[config.mk]
export PLATFORM = sky130hd
export DESIGN_NAME = foo_counter_ctrl_flat
export DESIGN_NICKNAME = d
export VERILOG_FILES = /design/src/rtl/foo_counter_ctrl_if.sv /design/src/rtl/foo_counter_ctrl.sv /design/src/flat_wrapper.sv
export SDC_FILE = /design/constraint.sdc
export NUM_CORES = 1
export LEC_CHECK = 0
export ABC_AREA = 1
export ABC_CLOCK_PERIOD_IN_PS = 3000
export BUFFER_PORTS_ARGS = -buffer_cell sky130_fd_sc_hd__buf_2
export CAP_MARGIN = 5
export CORE_MARGIN = 3
export CORE_UTILIZATION = 45
export DETAILED_ROUTE_END_ITERATION = 10
export MAX_ROUTING_LAYER = met4
export PLACE_DENSITY = 0.69
export SLEW_MARGIN = 30
export SYNTH_ARGS = -nofsm -noshare
export SYNTH_HDL_FRONTEND = slang
export SYNTH_SLANG_ARGS = --single-unit
[constraint.sdc]
create_clock -name clk -period 3 [get_ports clk]
set_clock_uncertainty 0.1 [all_clocks]
set_input_delay 0.15 -clock clk [delete_from_list [all_inputs] [get_ports clk]]
set_output_delay 0.15 -clock clk [all_outputs]
set_load 0.03 [all_outputs]
[src/rtl/foo_counter_ctrl_if.sv]
// Bundle between the test-control logic, the run sequencer and the external counter.
// start is sampled on a single edge in IDLE; done is a one-cycle valid for result/aborted/err with no ready.
interface foo_counter_ctrl_if #(
    parameter int W = 8
);
    logic         start;
    logic [W-1:0] len;
    logic         abort;
    logic [W-1:0] cnt_in;
    logic         cnt_en;
    logic         cnt_rst;
    logic         busy;
    logic         done;
    logic         aborted;
    logic         err;
    logic [W-1:0] result;
    logic [2:0]   state_dbg;

    modport master (
        output start, len, abort, cnt_in,
        input  cnt_en, cnt_rst, busy, done, aborted, err, result, state_dbg
    );

    modport slave (
        input  start, len, abort, cnt_in,
        output cnt_en, cnt_rst, busy, done, aborted, err, result, state_dbg
    );
endinterface

[src/rtl/foo_counter_ctrl.sv]
// Run sequencer for an external W-bit up-counter: clear, enable for len cycles, settle,
// capture the count and compare it against an internal tally to detect counter faults.
module foo_counter_ctrl #(
    parameter int W = 8
) (
    input logic               clk,
    input logic               rst,
    foo_counter_ctrl_if.slave bus
);
    typedef enum logic [2:0] {
        S_IDLE   = 3'd0,
        S_CLEAR  = 3'd1,
        S_RUN    = 3'd2,
        S_SETTLE = 3'd3,
        S_DONE   = 3'd4
    } state_t;

    state_t       state;
    logic [W-1:0] len_q;
    logic [W-1:0] tally;
    logic [W-1:0] tally_nxt;
    logic [W-1:0] result_q;
    logic         aborted_q;
    logic         err_q;

    assign tally_nxt = tally + W'(1);

    always_ff @(posedge clk) begin
        if (rst) begin
            state     <= S_IDLE;
            len_q     <= '0;
            tally     <= '0;
            result_q  <= '0;
            aborted_q <= 1'b0;
            err_q     <= 1'b0;
        end else begin
            case (state)
                S_IDLE: begin
                    if (bus.start) begin
                        len_q     <= bus.len;
                        tally     <= '0;
                        aborted_q <= 1'b0;
                        err_q     <= 1'b0;
                        state     <= S_CLEAR;
                    end
                end
                S_CLEAR: begin
                    if (bus.abort) begin
                        aborted_q <= 1'b1;
                        state     <= S_SETTLE;
                    end else if (len_q == '0) begin
                        state <= S_SETTLE;
                    end else begin
                        state <= S_RUN;
                    end
                end
                S_RUN: begin
                    // The enable is already high this cycle, so an abort still counts it.
                    tally <= tally_nxt;
                    if (bus.abort) begin
                        aborted_q <= 1'b1;
                        state     <= S_SETTLE;
                    end else if (tally_nxt == len_q) begin
                        state <= S_SETTLE;
                    end
                end
                S_SETTLE: begin
                    result_q <= bus.cnt_in;
                    err_q    <= (bus.cnt_in != tally);
                    state    <= S_DONE;
                end
                S_DONE: begin
                    state <= S_IDLE;
                end
                default: begin
                    state <= S_IDLE;
                end
            endcase
        end
    end

    // Control outputs come straight from the state register, so no input reaches them combinationally.
    assign bus.cnt_en    = (state == S_RUN);
    assign bus.cnt_rst   = (state == S_CLEAR);
    assign bus.busy      = (state != S_IDLE);
    assign bus.done      = (state == S_DONE);
    assign bus.aborted   = aborted_q;
    assign bus.err       = err_q;
    assign bus.result    = result_q;
    assign bus.state_dbg = state;
endmodule

[src/flat_wrapper.sv]
// flat-port wrapper written by rule: the top's interface ports become plain ports
module foo_counter_ctrl_flat 
#(
    parameter int W = 8
)
  (clk, rst, bus_start, bus_len, bus_abort, bus_cnt_in, bus_cnt_en, bus_cnt_rst, bus_busy, bus_done, bus_aborted, bus_err, bus_result, bus_state_dbg);
  foo_counter_ctrl_if #(.W(W)) bus_i ();
  input logic clk;
  input logic rst;
  input wire logic [$bits(bus_i.start)-1:0] bus_start;
  input wire logic [$bits(bus_i.len)-1:0] bus_len;
  input wire logic [$bits(bus_i.abort)-1:0] bus_abort;
  input wire logic [$bits(bus_i.cnt_in)-1:0] bus_cnt_in;
  output wire logic [$bits(bus_i.cnt_en)-1:0] bus_cnt_en;
  output wire logic [$bits(bus_i.cnt_rst)-1:0] bus_cnt_rst;
  output wire logic [$bits(bus_i.busy)-1:0] bus_busy;
  output wire logic [$bits(bus_i.done)-1:0] bus_done;
  output wire logic [$bits(bus_i.aborted)-1:0] bus_aborted;
  output wire logic [$bits(bus_i.err)-1:0] bus_err;
  output wire logic [$bits(bus_i.result)-1:0] bus_result;
  output wire logic [$bits(bus_i.state_dbg)-1:0] bus_state_dbg;
  assign bus_i.start = bus_start;
  assign bus_i.len = bus_len;
  assign bus_i.abort = bus_abort;
  assign bus_i.cnt_in = bus_cnt_in;
  assign bus_cnt_en = bus_i.cnt_en;
  assign bus_cnt_rst = bus_i.cnt_rst;
  assign bus_busy = bus_i.busy;
  assign bus_done = bus_i.done;
  assign bus_aborted = bus_i.aborted;
  assign bus_err = bus_i.err;
  assign bus_result = bus_i.result;
  assign bus_state_dbg = bus_i.state_dbg;
  foo_counter_ctrl #(.W(W)) u_core (.clk(clk), .rst(rst), .bus(bus_i));
endmodule
==> out/results.ini, run 1 <==
[outcome]
status = completed

[yosys]
ys_top_cells_by_area = dfxtp_1 (38%), nand2_1 (9.3%), nand3_1 (7.8%)
ys_seq_elements = 29
ys_warn_count = 0
synth-simple-area-share = 0.3257
syn_area_um2 = 1533
synth_edf_count = 0
synth_compound_area_frac = 0.1437
netlist_instances = 224
synth.top_cell.area_share = 0.3788
synth_top_cell_by_area = dfxtp_1
syn_area_per_cell_um2 = 6.843
async_flop_share = 0
synth_nets = 245
post-synth-top-count-cell = nand2_1
yosysSeqAreaShare = 0.3788
synth-xor-area-share = 0.04571
synth.mux.area_fraction = 0
synth_flop_cell = dfxtp_1
synthTopCellsByCount = nand2_1 (38), dfxtp_1 (29), inv_1 (26), nor2_1 (25), nand3_1 (24)
synthAdderAreaFrac = 0.008163
yosysUniqueCellTypes = 24
synth_top_family_by_area = simple AND/OR/NAND/NOR gates

[place]
placed_cells = 298
hpwl_um = 2703
port_buffers = 36
place.gp.congestion = 0.8765

[timing]
hold_viol = 0
timing.fmax_mhz = 581.6
min_period_ns = 1.719
rsz0062_at_grt = no
fin_crit_sh = 0.5731
tns_ns = 0
tightest_slew_ns = 0.4452
timing.slew.headroom = 0.7029
maxSlewViolCount = 0
finalSetupViolCount = 0

[global_route]
antenna_found_initial = 0
grt_pass1_vias = 1440
grt_use_total = 0.1934
grt_max_degree = 20
overflow = 0
grt_pass1_wl_um = 6154

[cts]
path_clk_slew_ns = 0.09
root_buffer = clkbuf_4
cts_hold_buf = 4
cts_max_level = 2
cts_resized = 0
cts_buffers = 5
postCtsSetupBuffers = 0
numClockSinks = 29
clock_latency_ns = 0.32
clockBufferDepth = 2
cts_tree = yes

[routing]
final_antenna_net_count = 0
vias = 1530
firstDrtPassIters = 4
wire_per_inst_um = 11.40
drc = 0
via_per_inst = 4.968
drt_iter0_markers = 68
routed_wl_um = 3512

[job]
cap_violations = 0

[critical_path]
crit_path_end_kind = register
path_cells = ha_1 > nand2_1 > inv_2 > nand3_1 > nand3_1 > nand3_1 > nor2_1 > nand3_1 > nand2_1 > nand2_1 > nor2_2
path_class = register to register
path_common_cell = nand3_1
slowest_delay_ns = 0.48
crit_buf_inv = 1
worst-path-max-fanout = 7
crit_family = simple AND/OR/NAND/NOR gates
slowest_stage = dfxtp_1
worstSetupStartpointType = register
cp.required_ns = 3.15
crit_arrival_ns = 1.87

[finish]
fill_cells = 343
antenna_cells = 0
instances_no_fill = 308
syn2layout_area_growth_pct = 18.78
final_nets = 286
drive_gt1_frac = 0.2159

[die]
io_pins = 37
initial_core_util = 0.4861
dieWidth_um = 64.36
core.rowCount = 20
core_um2 = 3153
die_h_um = 64.36
dieArea_um2 = 4142

[pwr]
p_leak_nw = 0.8666
powerDensity_nw_per_um2 = 636.4
irDropWorstVdd_uv = 376.0

[hold_path]
hp-class = input pin to register

==> state kept, by name (all words and copies together) (netlist names) <==
register              count
u_core.len_q              8
u_core.bus.state_dbg      3
u_core.bus.aborted        1
u_core.tally              8
u_core.bus.result         8
u_core.bus.err            1
==> cells in the final DEF, fill, tap and decap left out, drive strengths merged <==
| master | Yosys | routed |
|---|---|---|
| nand4 | 1 | 1 |
| inv | 30 | 30 |
| o21ai | 19 | 19 |
| nand2 | 41 | 41 |
| nand3 | 28 | 28 |
| o21bai | 1 | 1 |
| nor2 | 28 | 28 |
| a21oi | 22 | 22 |
| ha | 1 | 1 |
| nor3 | 8 | 8 |
| clkbuf | 1 | 5 |
| dfxtp | 29 | 29 |
| xor2 | 6 | 6 |
| dlygate4sd3 | 0 | 4 |
| buf | 6 | 37 |
| a211oi | 1 | 1 |
| clkinv | 0 | 1 |
| xnor2 | 2 | 2 |
==> tightest hold or removal path, cell delays in order <==
cell and delay (ns):
buf_2 0.07, o21ai_0 0.07, a21oi_1 0.10
==> report_power, final <==
part	internal (mW)	switching, mW	leakage, nW
registers	0.445	0.0486	0.236
clock network	0.0811	0.127	0.0269
logic	0.144	0.312	0.603
total	0.670	0.488	0.867
==> layout make-up <==
class                           instances  area, µm²  area share
Clock buffer                            5      37.54     0.02062
Clock inverter                          1      5.005    0.002749
Inverter                               30      112.6     0.06186
Multi-Input combinational cell        158      802.0      0.4405
Sequential cell                        29      580.6      0.3189
Tap cell                               44      55.05     0.03024
Timing Repair Buffer                   41      227.7      0.1251
==> worst paths after layout <==
check	from	cells after the start	slack, ns	end
max	u_core.tally[0]	11	1.28	u_core.bus.state_dbg[0]
min reg2reg	u_core.bus.result[0]	2	0.39	u_core.bus.result[0]
min	bus_len[0]	3	0.01	u_core.len_q[0]
max reg2reg	u_core.tally[0]	11	1.28	u_core.bus.state_dbg[0]
==> stage by stage <==
step,total power [mW],cell area (µm²),util,worst slack [ns],hold WS [ns]
2_1_floorplan,0.8334,1533,-,1.346,0.1293
3_3_place_gp,0.9561,1738,0.5512,1.366,0.3210
3_5_place_dp,0.9597,1738,0.5512,1.306,0.3261
4_1_cts,1.172,1821,0.5774,1.280,0.001876
5_1_grt,1.256,1821,0.5774,1.026,0.01580
6_report,1.159,1821,0.5774,1.281,0.01192
==> logic make-up (layout without fill, tap and decap cells) <==
| group | count (synthesis) | count (layout) |
|---|---|---|
| buffers and inverters | 37 | 77 |
| adder cells (fa/ha/maj) | 1 | 1 |
| AO/OA/AOI/OAI | 43 | 43 |
| XOR/XNOR | 8 | 8 |
| flip-flops | 29 | 29 |
| AND/OR/NAND/NOR | 106 | 106 |
==> metal layers <==
| metal | global-route usage | up-vias | part of all wire |
|---|---|---|---|
| met5 | - | - | 0 |
| met1 | 0.2411 | 687 | 0.46 |
| met4 | 0.05541 | 0 | 0.012 |
| met3 | 0.05272 | 5 | 0.054 |
| li1 | - | 804 | - |
| met2 | 0.3067 | 34 | 0.48 |
Note: power is estimated with default switching activity, not from simulation.
==> run 2: changes to the inputs <==
- ABC_CLOCK_PERIOD_IN_PS: 3000 -> 1700
- clock period: 3 -> 1.7 ns (I/O delays scaled with it)
==> out/results.ini, run 2 (synthesized netlist as in run 1, its figures left out) <==
[routing]
firstDrtPassIters = 4
drc = 0
routed_wl_um = 3687
wire_per_inst_um = 11.17
drt_iter0_markers = 68
final_antenna_net_count = 0
vias = 1636
via_per_inst = 4.958

[critical_path]
crit_path_end_kind = output port
cp.required_ns = 1.51
path_cells = buf_4 > nor3_2 > buf_4 > buf_2
slowest_stage = dfxtp_1
reg2reg_depth = 10
r2r_start = u_core.tally[1]
worstSetupPathDepth = 4
path_class = register to output port
crit_family = buffers and inverters
regToRegSetupSlack_ns = 0.16
worst-path-max-fanout = 10
path_common_cell = buf_4
slowest_delay_ns = 0.33
crit_arrival_ns = 1.42
worstSetupStartpointType = register
crit_buf_inv = 3
crit_start = u_core.bus.state_dbg[0]

[pwr]
power_switching_share = 0.4038
pwr-share-seq = 0.381
clkPwrFrac = 0.218
comb_power_share = 0.402
switchingPower_mw = 0.9044
finalPower_mw = 2.240
powerDensity_nw_per_um2 = 1090
internal-power_mw = 1.336
p_leak_nw = 0.9735
irDropWorstVdd_uv = 902.7

[die]
dieWidth_um = 64.36
io_pins = 37
core.rowCount = 20
initial_core_util = 0.4861
die_h_um = 64.36
core_um2 = 3153
dieArea_um2 = 4142

[hold_path]
worstHoldPathCells = 2
holdCritStartpoint = u_core.bus.result[0]
hp-class = register to register

[finish]
layout_commonest_cell = nand2_1
final_area_um2 = 2054
layout_common_cells = nand2_1 (37), buf_2 (36), dfxtp_1 (28)
final_nets = 306
syn2layout_area_growth_pct = 34.04
utilization = 0.6516
drive_gt1_frac = 0.2413
instances_no_fill = 330
antenna_cells = 0

[outcome]
status = completed

[cts]
cts_max_level = 2
cts_tree = yes
path_clk_slew_ns = 0.09
postCtsSetupBuffers = 0
clock_latency_ns = 0.33
numClockSinks = 29
root_buffer = clkbuf_4
clockBufferDepth = 2
cts_buffers = 5

[global_route]
overflow = 0
grt_use_total = 0.1998
grt_pass1_vias = 1467
grt_max_degree = 20
grt_pass1_wl_um = 6299
antenna_found_initial = 0

[place]
place_area_um2 = 1775
placed_cells = 303
hpwl_um = 2692
place.gp.congestion = 0.8052
dpl_worst_slack_ns = 0.1130
port_buffers = 36

[timing]
timing.slew.headroom = 0.7061
tns_ns = 0
whs_ns = 0.3849
tightest_slew_ns = 0.4403
min_period_ns = 1.601
maxSlewViolCount = 0
hold_viol = 0
layout_setup_ws_ns = 0.09949
timing.fmax_mhz = 624.8
finalSetupViolCount = 0
fin_crit_sh = 0.9415

[job]
cap_violations = 0

run 2: cell types whose count changed in the layout (fill, tap and decap cells not counted), sizes merged:
cell,delta
dlygate4sd3,+15
buf,+5
clkbuf,+2
run 2: metal layers:
metal / up-vias / share of wire / GRT usage
met5: - / 0 / -
met4: 0 / 0.018 / 0.06332
met3: 7 / 0.044 / 0.05448
met2: 30 / 0.48 / 0.3325
met1: 754 / 0.45 / 0.2338
li1: 845 / - / -
run 2: timing repair:
item | 4_1_cts | 5_1_grt
hold endpoints to repair | 28 | 0
hold buffers | 19 | 0
resized for setup | 0 | 6
setup endpoints to repair | 0 | 10
run 2: tightest hold or removal path, cell delays in order (launching register included):
cell	delay (ns)
dfxtp_1	0.33
nor2_1	0.04
nor2_1	0.08
run 2: layout make-up:
class	instances	area, µm²
clock buffer	7	65.06
clock inverter	1	5.005
fill	316	1099
inverter	30	115.1
multi-input combinational	158	817.0
sequential	29	581.8
tap	44	55.05
timing repair buffer	61	415.4
run 2: path summary, 6_finish.rpt:
check / endpoint
max: bus_cnt_en
min: u_core.bus.result[0]
max reg2reg: u_core.bus.state_dbg[0]
min reg2reg: u_core.bus.result[0]
run 2: power groups by stage:
stage	clock, mW	sequential (mW)	combinational (mW)
final	0.487	0.852	0.900
after CTS	0.504	0.848	0.889
after detailed placement	0	0.864	0.852
after global routing	0.536	0.864	1.01
after global placement	0	0.862	0.851
after floorplan	0	0.974	0.497
